[config.mk]
export PLATFORM = sky130hd
export DESIGN_NAME = seg_scan_ctrl_flat
export DESIGN_NICKNAME = d
export VERILOG_FILES = /design/src/rtl/seg_scan_if.sv /design/src/rtl/seg_scan_ctrl.sv /design/src/flat_wrapper.sv
export SDC_FILE = /design/constraint.sdc
export NUM_CORES = 1
export LEC_CHECK = 0
export CAP_MARGIN = 20
export CELL_PAD_IN_SITES_DETAIL_PLACEMENT = 1
export CELL_PAD_IN_SITES_GLOBAL_PLACEMENT = 1
export CORE_MARGIN = 2
export CORE_UTILIZATION = 40
export CTS_BUF_LIST = sky130_fd_sc_hd__clkbuf_8
export CTS_CLUSTER_DIAMETER = 150
export DETAILED_ROUTE_END_ITERATION = 12
export GPL_ROUTABILITY_DRIVEN = 0
export GPL_TIMING_DRIVEN = 0
export PLACE_DENSITY = 0.75
export SETUP_SLACK_MARGIN = 0.05
export SYNTH_ARGS = -nofsm -noshare
export SYNTH_HDL_FRONTEND = slang
export SYNTH_SLANG_ARGS = --single-unit
export TNS_END_PERCENT = 10
[constraint.sdc]
create_clock -name clk -period 3.6 [get_ports clk]
set_input_delay 0.54 -clock clk [delete_from_list [all_inputs] [get_ports clk]]
set_output_delay 0.54 -clock clk [all_outputs]
set_load 0.01 [all_outputs]
[src/rtl/seg_scan_if.sv]
// Bus-side content interface for the 4-digit SEG scan controller.
// The master drives display content and the strobe; the slave drives the pins.
interface seg_scan_if;
  logic [15:0] disp_data;
  logic [3:0]  dp;
  logic [3:0]  digit_en;
  logic [3:0]  bright;
  logic        data_vld;
  logic [3:0]  seg_sel;
  logic [7:0]  seg_led;
  logic        frame_done;

  modport master (
    output disp_data, dp, digit_en, bright, data_vld,
    input  seg_sel, seg_led, frame_done
  );

  modport slave (
    input  disp_data, dp, digit_en, bright, data_vld,
    output seg_sel, seg_led, frame_done
  );
endinterface

[src/rtl/seg_scan_ctrl.sv]
// Time-multiplexed 4-digit 7-segment scan controller with ghost blanking, PWM dimming
// and frame-boundary double buffering. Optional macro: SEG_LEADING_ZERO_BLANK_EN.
module seg_scan_ctrl #(
  parameter int unsigned DIGIT_CYC = 32,
  parameter int unsigned BLANK_CYC = 2
) (
  input  logic       clk,
  input  logic       rst,
  seg_scan_if.slave  bus
);

  localparam int unsigned SLOT_CYC = DIGIT_CYC / 16;
  localparam int unsigned MAX_CYC  = (DIGIT_CYC > BLANK_CYC) ? DIGIT_CYC : BLANK_CYC;
  localparam int unsigned CNT_W    = $clog2(MAX_CYC);
  localparam int unsigned SUB_W    = (SLOT_CYC > 1) ? $clog2(SLOT_CYC) : 1;

  typedef enum logic [0:0] {
    ST_BLANK = 1'b0,
    ST_ON    = 1'b1
  } state_e;

  typedef struct packed {
    logic [15:0] data;
    logic [3:0]  dp;
    logic [3:0]  en;
    logic [3:0]  bright;
  } cfg_t;

  localparam cfg_t CFG_RST = '{data: 16'h0000, dp: 4'h0, en: 4'hF, bright: 4'hF};

  // Active-high g..a glyphs for one hex nibble.
  function automatic logic [6:0] hex7seg(input logic [3:0] n);
    logic [6:0] s;
    unique case (n)
      4'h0: s = 7'h3F;
      4'h1: s = 7'h06;
      4'h2: s = 7'h5B;
      4'h3: s = 7'h4F;
      4'h4: s = 7'h66;
      4'h5: s = 7'h6D;
      4'h6: s = 7'h7D;
      4'h7: s = 7'h07;
      4'h8: s = 7'h7F;
      4'h9: s = 7'h6F;
      4'hA: s = 7'h77;
      4'hB: s = 7'h7C;
      4'hC: s = 7'h39;
      4'hD: s = 7'h5E;
      4'hE: s = 7'h79;
      default: s = 7'h71;
    endcase
    return s;
  endfunction

  state_e           state_q, state_d;
  logic [1:0]       idx_q, idx_d;
  logic [CNT_W-1:0] cnt_q, cnt_d;
  logic [SUB_W-1:0] sub_q, sub_d;
  logic [3:0]       slot_q, slot_d;
  cfg_t             staging_q, staging_d;
  cfg_t             shadow_q, shadow_d;
  logic             pending_q, pending_d;
  logic [3:0]       seg_sel_q, seg_sel_d;
  logic [7:0]       seg_led_q, seg_led_d;
  logic             frame_done_q, frame_done_d;

  logic [3:0]       lz_mask;
  logic [3:0]       en_eff;
  logic [3:0]       nib;
  logic             lit;

  // Sequencing, staging capture and frame-boundary shadow load.
  always_comb begin
    state_d   = state_q;
    idx_d     = idx_q;
    cnt_d     = cnt_q;
    sub_d     = sub_q;
    slot_d    = slot_q;
    staging_d = staging_q;
    shadow_d  = shadow_q;
    pending_d = pending_q;

    // First BLANK cycle of digit 0: a strobe in the previous cycle is already in staging.
    if ((state_q == ST_BLANK) && (idx_q == 2'd0) && (cnt_q == '0) && pending_q) begin
      shadow_d  = staging_q;
      pending_d = 1'b0;
    end

    if (bus.data_vld) begin
      staging_d = '{data: bus.disp_data, dp: bus.dp, en: bus.digit_en, bright: bus.bright};
      pending_d = 1'b1;
    end

    unique case (state_q)
      ST_BLANK: begin
        if (cnt_q == CNT_W'(BLANK_CYC - 1)) begin
          state_d = ST_ON;
          cnt_d   = '0;
          sub_d   = '0;
          slot_d  = 4'd0;
        end else begin
          cnt_d = cnt_q + CNT_W'(1);
        end
      end
      default: begin
        if (cnt_q == CNT_W'(DIGIT_CYC - 1)) begin
          state_d = ST_BLANK;
          cnt_d   = '0;
          idx_d   = idx_q + 2'd1;
        end else begin
          cnt_d = cnt_q + CNT_W'(1);
          if (sub_q == SUB_W'(SLOT_CYC - 1)) begin
            sub_d  = '0;
            slot_d = slot_q + 4'd1;
          end else begin
            sub_d = sub_q + SUB_W'(1);
          end
        end
      end
    endcase
  end

`ifdef SEG_LEADING_ZERO_BLANK_EN
  // A digit is a leading zero when it and everything above it is 0 with no dp lit.
  always_comb begin
    lz_mask    = 4'b0000;
    lz_mask[3] = (shadow_d.data[15:12] == 4'h0) && !shadow_d.dp[3];
    lz_mask[2] = (shadow_d.data[15:8]  == 8'h00) && !shadow_d.dp[2];
    lz_mask[1] = (shadow_d.data[15:4]  == 12'h000) && !shadow_d.dp[1];
  end
`else
  always_comb begin
    lz_mask = 4'b0000;
  end
`endif

  // Outputs are decoded from next state so the registered pins line up with the state.
  always_comb begin
    en_eff       = shadow_d.en & ~lz_mask;
    nib          = shadow_d.data[{idx_d, 2'b00} +: 4];
    lit          = (state_d == ST_ON) && en_eff[idx_d] && (slot_d <= shadow_d.bright);
    seg_sel_d    = 4'hF;
    seg_led_d    = 8'hFF;
    if (lit) begin
      seg_sel_d = ~(4'b0001 << idx_d);
      seg_led_d = ~{shadow_d.dp[idx_d], hex7seg(nib)};
    end
    frame_done_d = (state_d == ST_ON) && (idx_d == 2'd3) && (cnt_d == CNT_W'(DIGIT_CYC - 1));
  end

  always_ff @(posedge clk) begin
    if (rst) begin
      state_q      <= ST_BLANK;
      idx_q        <= 2'd0;
      cnt_q        <= '0;
      sub_q        <= '0;
      slot_q       <= 4'd0;
      staging_q    <= CFG_RST;
      shadow_q     <= CFG_RST;
      pending_q    <= 1'b0;
      seg_sel_q    <= 4'hF;
      seg_led_q    <= 8'hFF;
      frame_done_q <= 1'b0;
    end else begin
      state_q      <= state_d;
      idx_q        <= idx_d;
      cnt_q        <= cnt_d;
      sub_q        <= sub_d;
      slot_q       <= slot_d;
      staging_q    <= staging_d;
      shadow_q     <= shadow_d;
      pending_q    <= pending_d;
      seg_sel_q    <= seg_sel_d;
      seg_led_q    <= seg_led_d;
      frame_done_q <= frame_done_d;
    end
  end

  assign bus.seg_sel    = seg_sel_q;
  assign bus.seg_led    = seg_led_q;
  assign bus.frame_done = frame_done_q;

endmodule

[src/flat_wrapper.sv]
// flat-port wrapper written by rule: the top's interface ports become plain ports
module seg_scan_ctrl_flat 
#(
  parameter int unsigned DIGIT_CYC = 32,
  parameter int unsigned BLANK_CYC = 2
)
  (clk, rst, bus_disp_data, bus_dp, bus_digit_en, bus_bright, bus_data_vld, bus_seg_sel, bus_seg_led, bus_frame_done);
  seg_scan_if bus_i ();
  input  logic clk;
  input  logic rst;
  input wire logic [$bits(bus_i.disp_data)-1:0] bus_disp_data;
  input wire logic [$bits(bus_i.dp)-1:0] bus_dp;
  input wire logic [$bits(bus_i.digit_en)-1:0] bus_digit_en;
  input wire logic [$bits(bus_i.bright)-1:0] bus_bright;
  input wire logic [$bits(bus_i.data_vld)-1:0] bus_data_vld;
  output wire logic [$bits(bus_i.seg_sel)-1:0] bus_seg_sel;
  output wire logic [$bits(bus_i.seg_led)-1:0] bus_seg_led;
  output wire logic [$bits(bus_i.frame_done)-1:0] bus_frame_done;
  assign bus_i.disp_data = bus_disp_data;
  assign bus_i.dp = bus_dp;
  assign bus_i.digit_en = bus_digit_en;
  assign bus_i.bright = bus_bright;
  assign bus_i.data_vld = bus_data_vld;
  assign bus_seg_sel = bus_i.seg_sel;
  assign bus_seg_led = bus_i.seg_led;
  assign bus_frame_done = bus_i.frame_done;
  seg_scan_ctrl #(.DIGIT_CYC(DIGIT_CYC), .BLANK_CYC(BLANK_CYC)) u_core (.clk(clk), .rst(rst), .bus(bus_i));
endmodule
## Word-level counts from Yosys, hierarchy flattened

Memory sizes are Yosys's and may differ from the RTL's.
Index checks and enable logic that the tools add are counted.
W data, S select, Z words.

- Output and inout bits: 13
- Memory bits (read-only): 112
- Input bits: 31
- Register bits after elaboration: 83
- Memories: 1

Memories:

| memory | depth | bits a word | read ports | clocked after memory_dff | write ports | RTL line | RTL |
|---|---|---|---|---|---|---|---|
| (no name shown) | 16 | 7 | 1 | 0 | 0 | seg_scan_ctrl.sv:34 | `unique case (n)` |

- $lt $le $gt $ge: 2
- Bitwise logic cells: 4
- Reduce and logical (&&, ||, !) cells: 13
- Eq/ne operators: 5
- Shift-type cells: 2
- $add $sub $neg: 4
- Mux-type cells: 24

Operators with widths:

| kind | number |
|---|---|
| $mux W28 | 1 |
| $mux W4 | 4 |
| $shiftx A16 B5 Y4 | 1 |
| $mux W5 | 3 |
| $mux W1 | 11 |
| $eq A5 B5 Y1 const B | 2 |
| $not A8 Y8 | 1 |
| $logic_and A1 B1 Y1 | 7 |
| $mux W7 | 1 |
| $add A5 B1 Y5 const B | 1 |
| $eq A5 B1 Y1 const B | 1 |
| $logic_not A5 Y1 | 1 |
| $add A4 B1 Y4 const B | 1 |
| $bmux W1 S2 | 2 |
| $le A4 B4 Y1 | 1 |
| $mux W2 | 2 |
| $not A4 Y4 | 1 |
| $reduce_bool A2 Y1 | 2 |
| $shl A1 B2 Y4 const A | 1 |
| $lt A2 B3 Y1 const B | 1 |
| $add A2 B1 Y2 const B | 1 |
| $eq A2 B2 Y1 const B | 1 |
| $logic_not A2 Y1 | 1 |
| $ne A2 B2 Y1 const B | 1 |
| other kinds (4) | 5 |

## Depth between registers and ports, before layout

Gate-level depths: netlist (run 1).

- Depth after elaboration: 11
- Mapped depth: 16

## Worst setup path before layout (run 1)

Ideal clock, no wire load.

- Path type: reg2reg
- From: reg u_core.cnt_q[0]
- To: reg u_core.seg_led_q[5] (netlist: u_core.bus.seg_led[5])
- Buffers on the path: 3
- Setup slack: 171 ps
- Clock period less this slack: 3429 ps
- Cell stages (with the launch flop): 16
- Arrival: 3281 ps
- Cells stage by stage: dfxtp_1 > inv_1 > ha_1 > and3b_1 > clkbuf_1 > nand2_1 > buf_1 > mux2i_1 > ha_1 > nor2b_1 > o21a_1 > o21a_1 > o21ai_0 > and4_1 > clkbuf_1 > o221ai_1

- Longest elaborated chain between the ends: 10

Ends and longest elaborated chain:

| item | RTL line | RTL |
|---|---|---|
| from (decl) | seg_scan_ctrl.sv:57 | `logic [CNT_W-1:0] cnt_q, cnt_d;` |
| from (signal assigned) | seg_scan_ctrl.sv:167 | `cnt_q <= cnt_d;` |
| branches (longest 10 deep; another with $mem_v2 Z16 W7) | n/a |  |
| to (signal assigned) | seg_scan_ctrl.sv:174 | `seg_led_q <= seg_led_d;` |
| to (decl) | seg_scan_ctrl.sv:64 | `logic [7:0] seg_led_q, seg_led_d;` |

Several ways; the timed one is not identified. The select of a mux whose other input is x is not followed.
A chain may end at the register's enable or synchronous reset.

## Worst setup path after layout (run 1)

- From: reg u_core.idx_q[0]
- To: reg u_core.seg_led_q[6] (netlist: u_core.bus.seg_led[6])

- Longest elaborated chain between the ends: 11

Ends and longest elaborated chain:

| item | RTL line | RTL |
|---|---|---|
| from (decl) | seg_scan_ctrl.sv:56 | `logic [1:0] idx_q, idx_d;` |
| from (signal assigned) | seg_scan_ctrl.sv:166 | `idx_q <= idx_d;` |
| branches (longest 11 deep; another with $mem_v2 Z16 W7) | n/a |  |

Several ways; the timed one is not identified. The select of a mux whose other input is x is not followed.

==> results.json, run 1 <==
{
  "rsz0062_at_grt": "yes",
  "tightest_slew_ns": 0.925,
  "grt_antenna_before_repair": 0,
  "wl_per_cell_um": 16.8,
  "fin_util": 0.499,
  "fin_crit_sh": 0.955,
  "powerDensity_nw_per_um2": 449,
  "tns_ns": 0,
  "syn-num-nets": 438,
  "antennaDiodeCount": 0,
  "critical_path.startpoint": "u_core.idx_q[0]",
  "clock_latency_ns": 0.36,
  "io_buffers": 42,
  "yosys_register_bits": 83,
  "multiInputGateArea_sq_um": 1960,
  "critPathKind": "reg -> reg",
  "maxSlewViolCount": 0,
  "grt_pass1_wl_mm": 15.6,
  "clock_skew_ns": 0.0109,
  "fp.dieW_um": 100,
  "status": "completed",
  "drc": 0,
  "clock.fmax_mhz": 291,
  "viasPerCell": 5.52,
  "cp-start-kind": "flip-flop",
  "slew_headroom": 0.380,
  "p_leak_nw": 1.81,
  "r2r-end": "u_core.bus.seg_led[6]",
  "cp-endpoint": "u_core.bus.seg_led[6]",
  "syn-instance-count": 391,
  "ys_warn_count": 0,
  "grt_usage": 0.199,
  "cts_tree": "done",
  "drtIter0Drc": 52,
  "ir_worst_vdd_mv": 0.215,
  "synth-edff-count": 0,
  "dp_hpwl_mm": 6.89,
  "die_h_um": 100,
  "io_pins": 44,
  "totalPowerFinal_w": 0.00204,
  "cap_violations": 0,
  "crit_path_max_fanout": 10,
  "design_area_sq_um": 4550,
  "finalSetupViolCount": 0,
  "clockRootBuffer": "clkbuf_8",
  "ys_async_sr_fraction": 0,
  "cts_buffers": 9,
  "dpl_cell_area_sq_um": 4260,
  "clkTransAtPathRegs_ns": 0.09,
  "r2r_cells": 16,
  "synthTopCellsByCount": "dfxtp_1, nor2_1, mux2i_1",
  "clock_path_buffers": 2,
  "core_area_sq_um": 9110,
  "nets": 493,
  "routed_wl_mm": 9.44,
  "yosysTopAreaCellShare": 0.449,
  "area_growth_pct": 22.8,
  "htree_num_levels": 3,
  "synth_top_area_cell": "dfxtp_1",
  "yosysSeqAreaShare": 0.449,
  "finalCriticalPeriod_ns": 3.44,
  "hold_viol": 0,
  "ys_types": 57,
  "endpoint_kind": "flip-flop",
  "ant_nets": 0,
  "worstHoldStart": "u_core.shadow_q[27]",
  "clock_sinks": 83,
  "cp_data_required_time_ns": 3.80,
  "fillers": 1074,
  "fp-row-count": 35,
  "regArea_sq_um": 1660,
  "holdBufCountCts": 0,
  "worstPathArrival_ns": 3.64,
  "reg2reg_slack_ns": 0.16,
  "grt_pass1_vias": 3259,
  "grt.overflow.total": 0,
  "synth-main-ff-cell": "dfxtp_1",
  "detailroute.via_count": 3100,
  "syn-mean-instance-area_sq_um": 9.47,
  "synth_area_leaders": "dfxtp_1, mux2i_1, ha_1, a21oi_1, nor2_1",
  "drt-pass1-iter-count": 6,
  "hp-class": "reg -> reg",
  "drive_gt1_frac": 0.109,
  "rr_startpoint": "u_core.idx_q[0]",
  "start_util": 0.406,
  "dieArea_sq_um": 10000,
  "synthesis.area_sq_um": 3700,
  "synth_most_common_cell": "dfxtp_1",
  "grt_start_max_net_pins": 16
}
-- cells by family (layout without fill, tap and decap cells) --
family | count (synthesis) | after routing | share of synthesized area
adder cells (fa/ha/maj) | 16 | 16 | 0.0541
buffers and inverters | 33 | 93 | 0.0379
flip-flops | 83 | 83 | 0.449
multiplexers | 36 | 36 | 0.0991
XOR/XNOR | 3 | 3 | 0.00710
AO/OA/AOI/OAI | 91 | 91 | 0.162
AND/OR/NAND/NOR | 129 | 129 | 0.191
-- layer usage --
layer | up-vias | part of all wire | wire length (um) | GRT usage
li1 | 1502 | - | - | -
met1 | 1507 | 0.43 | 4090 | 0.225
met2 | 77 | 0.51 | 4800 | 0.372
met3 | 14 | 0.041 | 390 | 0.0446
met4 | 0 | 0.017 | 157 | 0.0601
met5 | - | 0 | 0 | 0
-- layout make-up --
class                           instances  share of cell area
Buffer                                 21              0.0239
Clock buffer                           10              0.0303
Clock inverter                          6              0.0105
Inverter                               10             0.00826
Multi-Input combinational cell        275               0.432
Sequential cell                        83               0.366
Tap cell                              111              0.0306
Timing Repair Buffer                   46              0.0991
-- registers in the layout (all words and copies together), names as in the netlist --
name and count:
u_core.sub_q 1, u_core.staging_q 28, u_core.bus.frame_done 1, u_core.slot_q 4, u_core.bus.seg_sel 4, u_core.shadow_q 28, u_core.idx_q 2, u_core.pending_q 1
u_core.bus.seg_led 8, u_core.state_q 1, u_core.cnt_q 5
-- how the worst min path moves through the flow --
stage | endpoint | slack [ns] | cells after the start
floorplan | u_core.shadow_q[15] | 0.44 | 2
global placement | u_core.shadow_q[15] | 0.44 | 2
detailed placement | u_core.shadow_q[27] | 0.45 | 2
CTS | u_core.shadow_q[27] | 0.46 | 2
global route | u_core.shadow_q[27] | 0.49 | 2
finish | u_core.shadow_q[27] | 0.46 | 2
-- power breakdown --
group	switching, W	internal, W
clock network	0.000357	0.000276
registers	0.0000313	0.000981
logic	0.000212	0.000183
total	0.000601	0.00144
-- repair_timing --
item                                    4_1_cts  5_1_grt
endpoints found under the setup margin       12       12
pin swaps                                     1        1
buffers inserted                              2        2
cloned                                        0        0
gates resized for setup                      13        8
-- placed cells by master, fill, tap and decap left out, types with 4 or more instances in the layout --
cell             instances
a211o_1                  9
a211oi_1                 4
a21boi_0                 4
a21oi_1                 30
buf_4                    5
clkbuf_1                13
clkbuf_8                10
clkdlybuf4s50_1         42
dfxtp_1                 83
ha_1                    15
inv_1                   10
mux2i_1                 33
nand2_1                 18
nand2b_1                 8
nand3_1                 26
nor2_1                  38
nor2b_1                 12
o21ai_0                 13
-- worst max-delay path, cell delays in order, from the launching register on --
cell	delay, ns
dfxtp_1	0.36
buf_4	0.19
inv_1	0.08
ha_1	0.23
nor4b_4	0.14
buf_4	0.16
nand2_4	0.08
buf_6	0.18
mux2i_4	0.28
ha_1	0.28
nor2b_1	0.15
o21a_1	0.16
o21a_1	0.16
o21ai_1	0.19
and4_4	0.29
clkbuf_4	0.21
o221ai_1	0.13
-- metrics by stage --
step           cells  setup WS, ns  hold slack (ns)
6_report         562         0.161            0.461
4_1_cts          561        0.0538            0.459
2_1_floorplan    391         0.171            0.437
3_3_place_gp     544        -0.777            0.443
3_5_place_dp     544        -0.924            0.448
5_1_grt          562        0.0185            0.489
No activity file was read; power rests on OpenSTA's default activity.
==> inputs of run 2 (changes only) <==
CORE_UTILIZATION = 39   (was 40)
CTS_BUF_LIST = not set   (was sky130_fd_sc_hd__clkbuf_8)
PLACE_DENSITY = 0.73   (was 0.75)
==> run 2 against run 1 <==
Net effect:
- cell count grew 2.7%
- clock power grew 6.3%
- cell area shrank 0.17%
- count of clock-buffer cells in the layout is the same
- wire length grew 3.2%
- core utilization shrank 0.79 points
- fmax grew 2.6%
- first-iteration DRC count grew 7.7%
- clock skew shrank 0.0029 ns
==> results.json, run 2 (same netlist as run 1, synthesis figures left out) <==
{
  "status": "completed",
  "core_area_sq_um": 9240,
  "hold_depth": 1,
  "clockRootBuffer": "clkbuf_8",
  "grt.overflow.total": 0,
  "grt_start_max_net_pins": 15,
  "dieArea_sq_um": 10300,
  "io_pins": 44,
  "viasPerCell": 5.35,
  "cts_tree": "done",
  "drc": 0,
  "die_h_um": 101,
  "reg2reg_slack_ns": 0.25,
  "layout_commonest_cell": "dfxtp_1",
  "routed_wl_mm": 9.74,
  "p_leak_nw": 1.79,
  "totalPowerFinal_w": 0.00208,
  "antennaDiodeCount": 0,
  "worstPathArrival_ns": 3.55,
  "setup_ws_ns": 0.249,
  "fp-row-count": 35,
  "tightest_slew_ns": 0.840,
  "worstHoldStart": "u_core.cnt_q[0]",
  "rsz0062_at_grt": "yes",
  "finalCriticalPeriod_ns": 3.35,
  "wl_per_cell_um": 16.9,
  "mostFrequentLayoutCells": "dfxtp_1, clkdlybuf4s50_1, nor2_1, mux2i_1, a21oi_1",
  "clock.fmax_mhz": 298,
  "drive_gt1_frac": 0.105,
  "cp_data_required_time_ns": 3.80,
  "grt_pass1_wl_mm": 16.0,
  "crit_path_max_fanout": 10,
  "clock_sinks": 83,
  "grt_antenna_before_repair": 0,
  "area_growth_pct": 22.6,
  "detailroute.via_count": 3089,
  "grt_usage": 0.201,
  "htree_num_levels": 3,
  "r2r_cells": 15,
  "endpoint_kind": "flip-flop",
  "powerDensity_nw_per_um2": 458,
  "dpl_cell_area_sq_um": 4280,
  "dp_hpwl_mm": 7.01,
  "fp.dieW_um": 101,
  "maxSlewViolCount": 0,
  "io_buffers": 42,
  "hold_viol": 0,
  "ant_nets": 0,
  "fin_hold_ws_ns": 0.464,
  "fin_crit_sh": 0.931,
  "cp-start-kind": "flip-flop",
  "clkTransAtPathRegs_ns": 0.08,
  "start_util": 0.401,
  "ir_worst_vdd_mv": 0.185,
  "cap_violations": 0,
  "cts_buffers": 9,
  "critPathKind": "reg -> reg",
  "r2r-end": "u_core.bus.seg_led[5]",
  "finalSetupViolCount": 0,
  "hp-class": "reg -> reg",
  "post-place-ws_ns": -0.930,
  "slew_headroom": 0.437,
  "design_area_sq_um": 4540,
  "drt-pass1-iter-count": 5,
  "min_to": "u_core.cnt_q[0]",
  "clock_path_buffers": 2,
  "clock_skew_ns": 0.00796,
  "grt_pass1_vias": 3274,
  "clock_latency_ns": 0.35,
  "drtIter0Drc": 56,
  "rr_startpoint": "u_core.cnt_q[0]",
  "nets": 490
}
-- run 2: changes by cell type in the layout (fill, tap and decap cells not counted) --
cell / delta
buf_2: +1
clkinv_4: -1
dfxtp_1: -1
mux2i_2: +1
nor4_4: -1
buf_4: -3
bufinv_16: +1
clkinv_2: +1
inv_6: -1
nor4_2: +1
mux2i_4: -1
clkbuf_8: -1
dfxtp_2: +1
-- run 2: timing repair --
action | CTS | global route
setup endpoints to repair | 12 | 10
hold buffers | 0 | 0
pin swaps | 1 | 1
resized for setup | 14 | 4
buffers inserted | 2 | 0
-- run 2: worst max-delay path, stage by stage, from the launching register on --
cell and delay [ns]:
dfxtp_2 0.35, ha_1 0.22, and3_2 0.23, ha_4 0.19, nand2b_1 0.16, mux2i_1 0.16, nor2_1 0.05, a31o_2 0.23
ha_1 0.30, nor2b_1 0.14, o21a_1 0.17, o21a_1 0.16, o21ai_1 0.19, and4_4 0.29, clkbuf_4 0.22, o221ai_1 0.12
-- run 2: stage by stage --
step | utilization | std cells | TNS [ns]
CTS | 0.491 | 579 | 0
finish | 0.491 | 577 | 0
detailed placement | 0.464 | 562 | -9.28
global route | 0.491 | 577 | 0
floorplan | - | 391 | 0
global placement | 0.464 | 562 | -8.03
-- run 2: final cells by class --
cell class / count / area (sq um)
multi-input cells: 275 / 1950
well taps: 129 / 161
plain buffers: 20 / 103
flip-flops and latches: 83 / 1660
fillers: 1076 / 4700
repair buffers: 44 / 435
clock inverters: 6 / 65.1
inverters: 10 / 37.5
clock buffers: 10 / 128
-- run 2: metal layers --
metal,part of all wire,global-route usage,vias up
met5,0,0,-
met4,0.016,0.0655,0
met3,0.033,0.0421,14
met2,0.51,0.363,53
met1,0.44,0.236,1520
li1,-,-,1502
-- run 2: power breakdown --
part,switching [W],internal (W)
Combinational,0.000212,0.000180
Sequential,0.0000314,0.000982
Clock,0.000350,0.000322
Total,0.000594,0.00148
-- run 2: worst max path at each step --
stage | endpoint | cells past startpoint | slack (ns) | from
final | u_core.bus.seg_led[5] | 15 | 0.25 | u_core.cnt_q[0]
after global placement | u_core.bus.seg_led[6] | 15 | -0.81 | u_core.cnt_q[0]
after detailed placement | u_core.bus.seg_led[5] | 15 | -0.93 | u_core.cnt_q[0]
after floorplan | u_core.bus.seg_led[5] | 15 | 0.17 | u_core.cnt_q[0]
after CTS | u_core.bus.seg_led[5] | 15 | 0.08 | u_core.cnt_q[0]
after global routing | u_core.bus.seg_led[3] | 13 | 0.03 | u_core.idx_q[0]
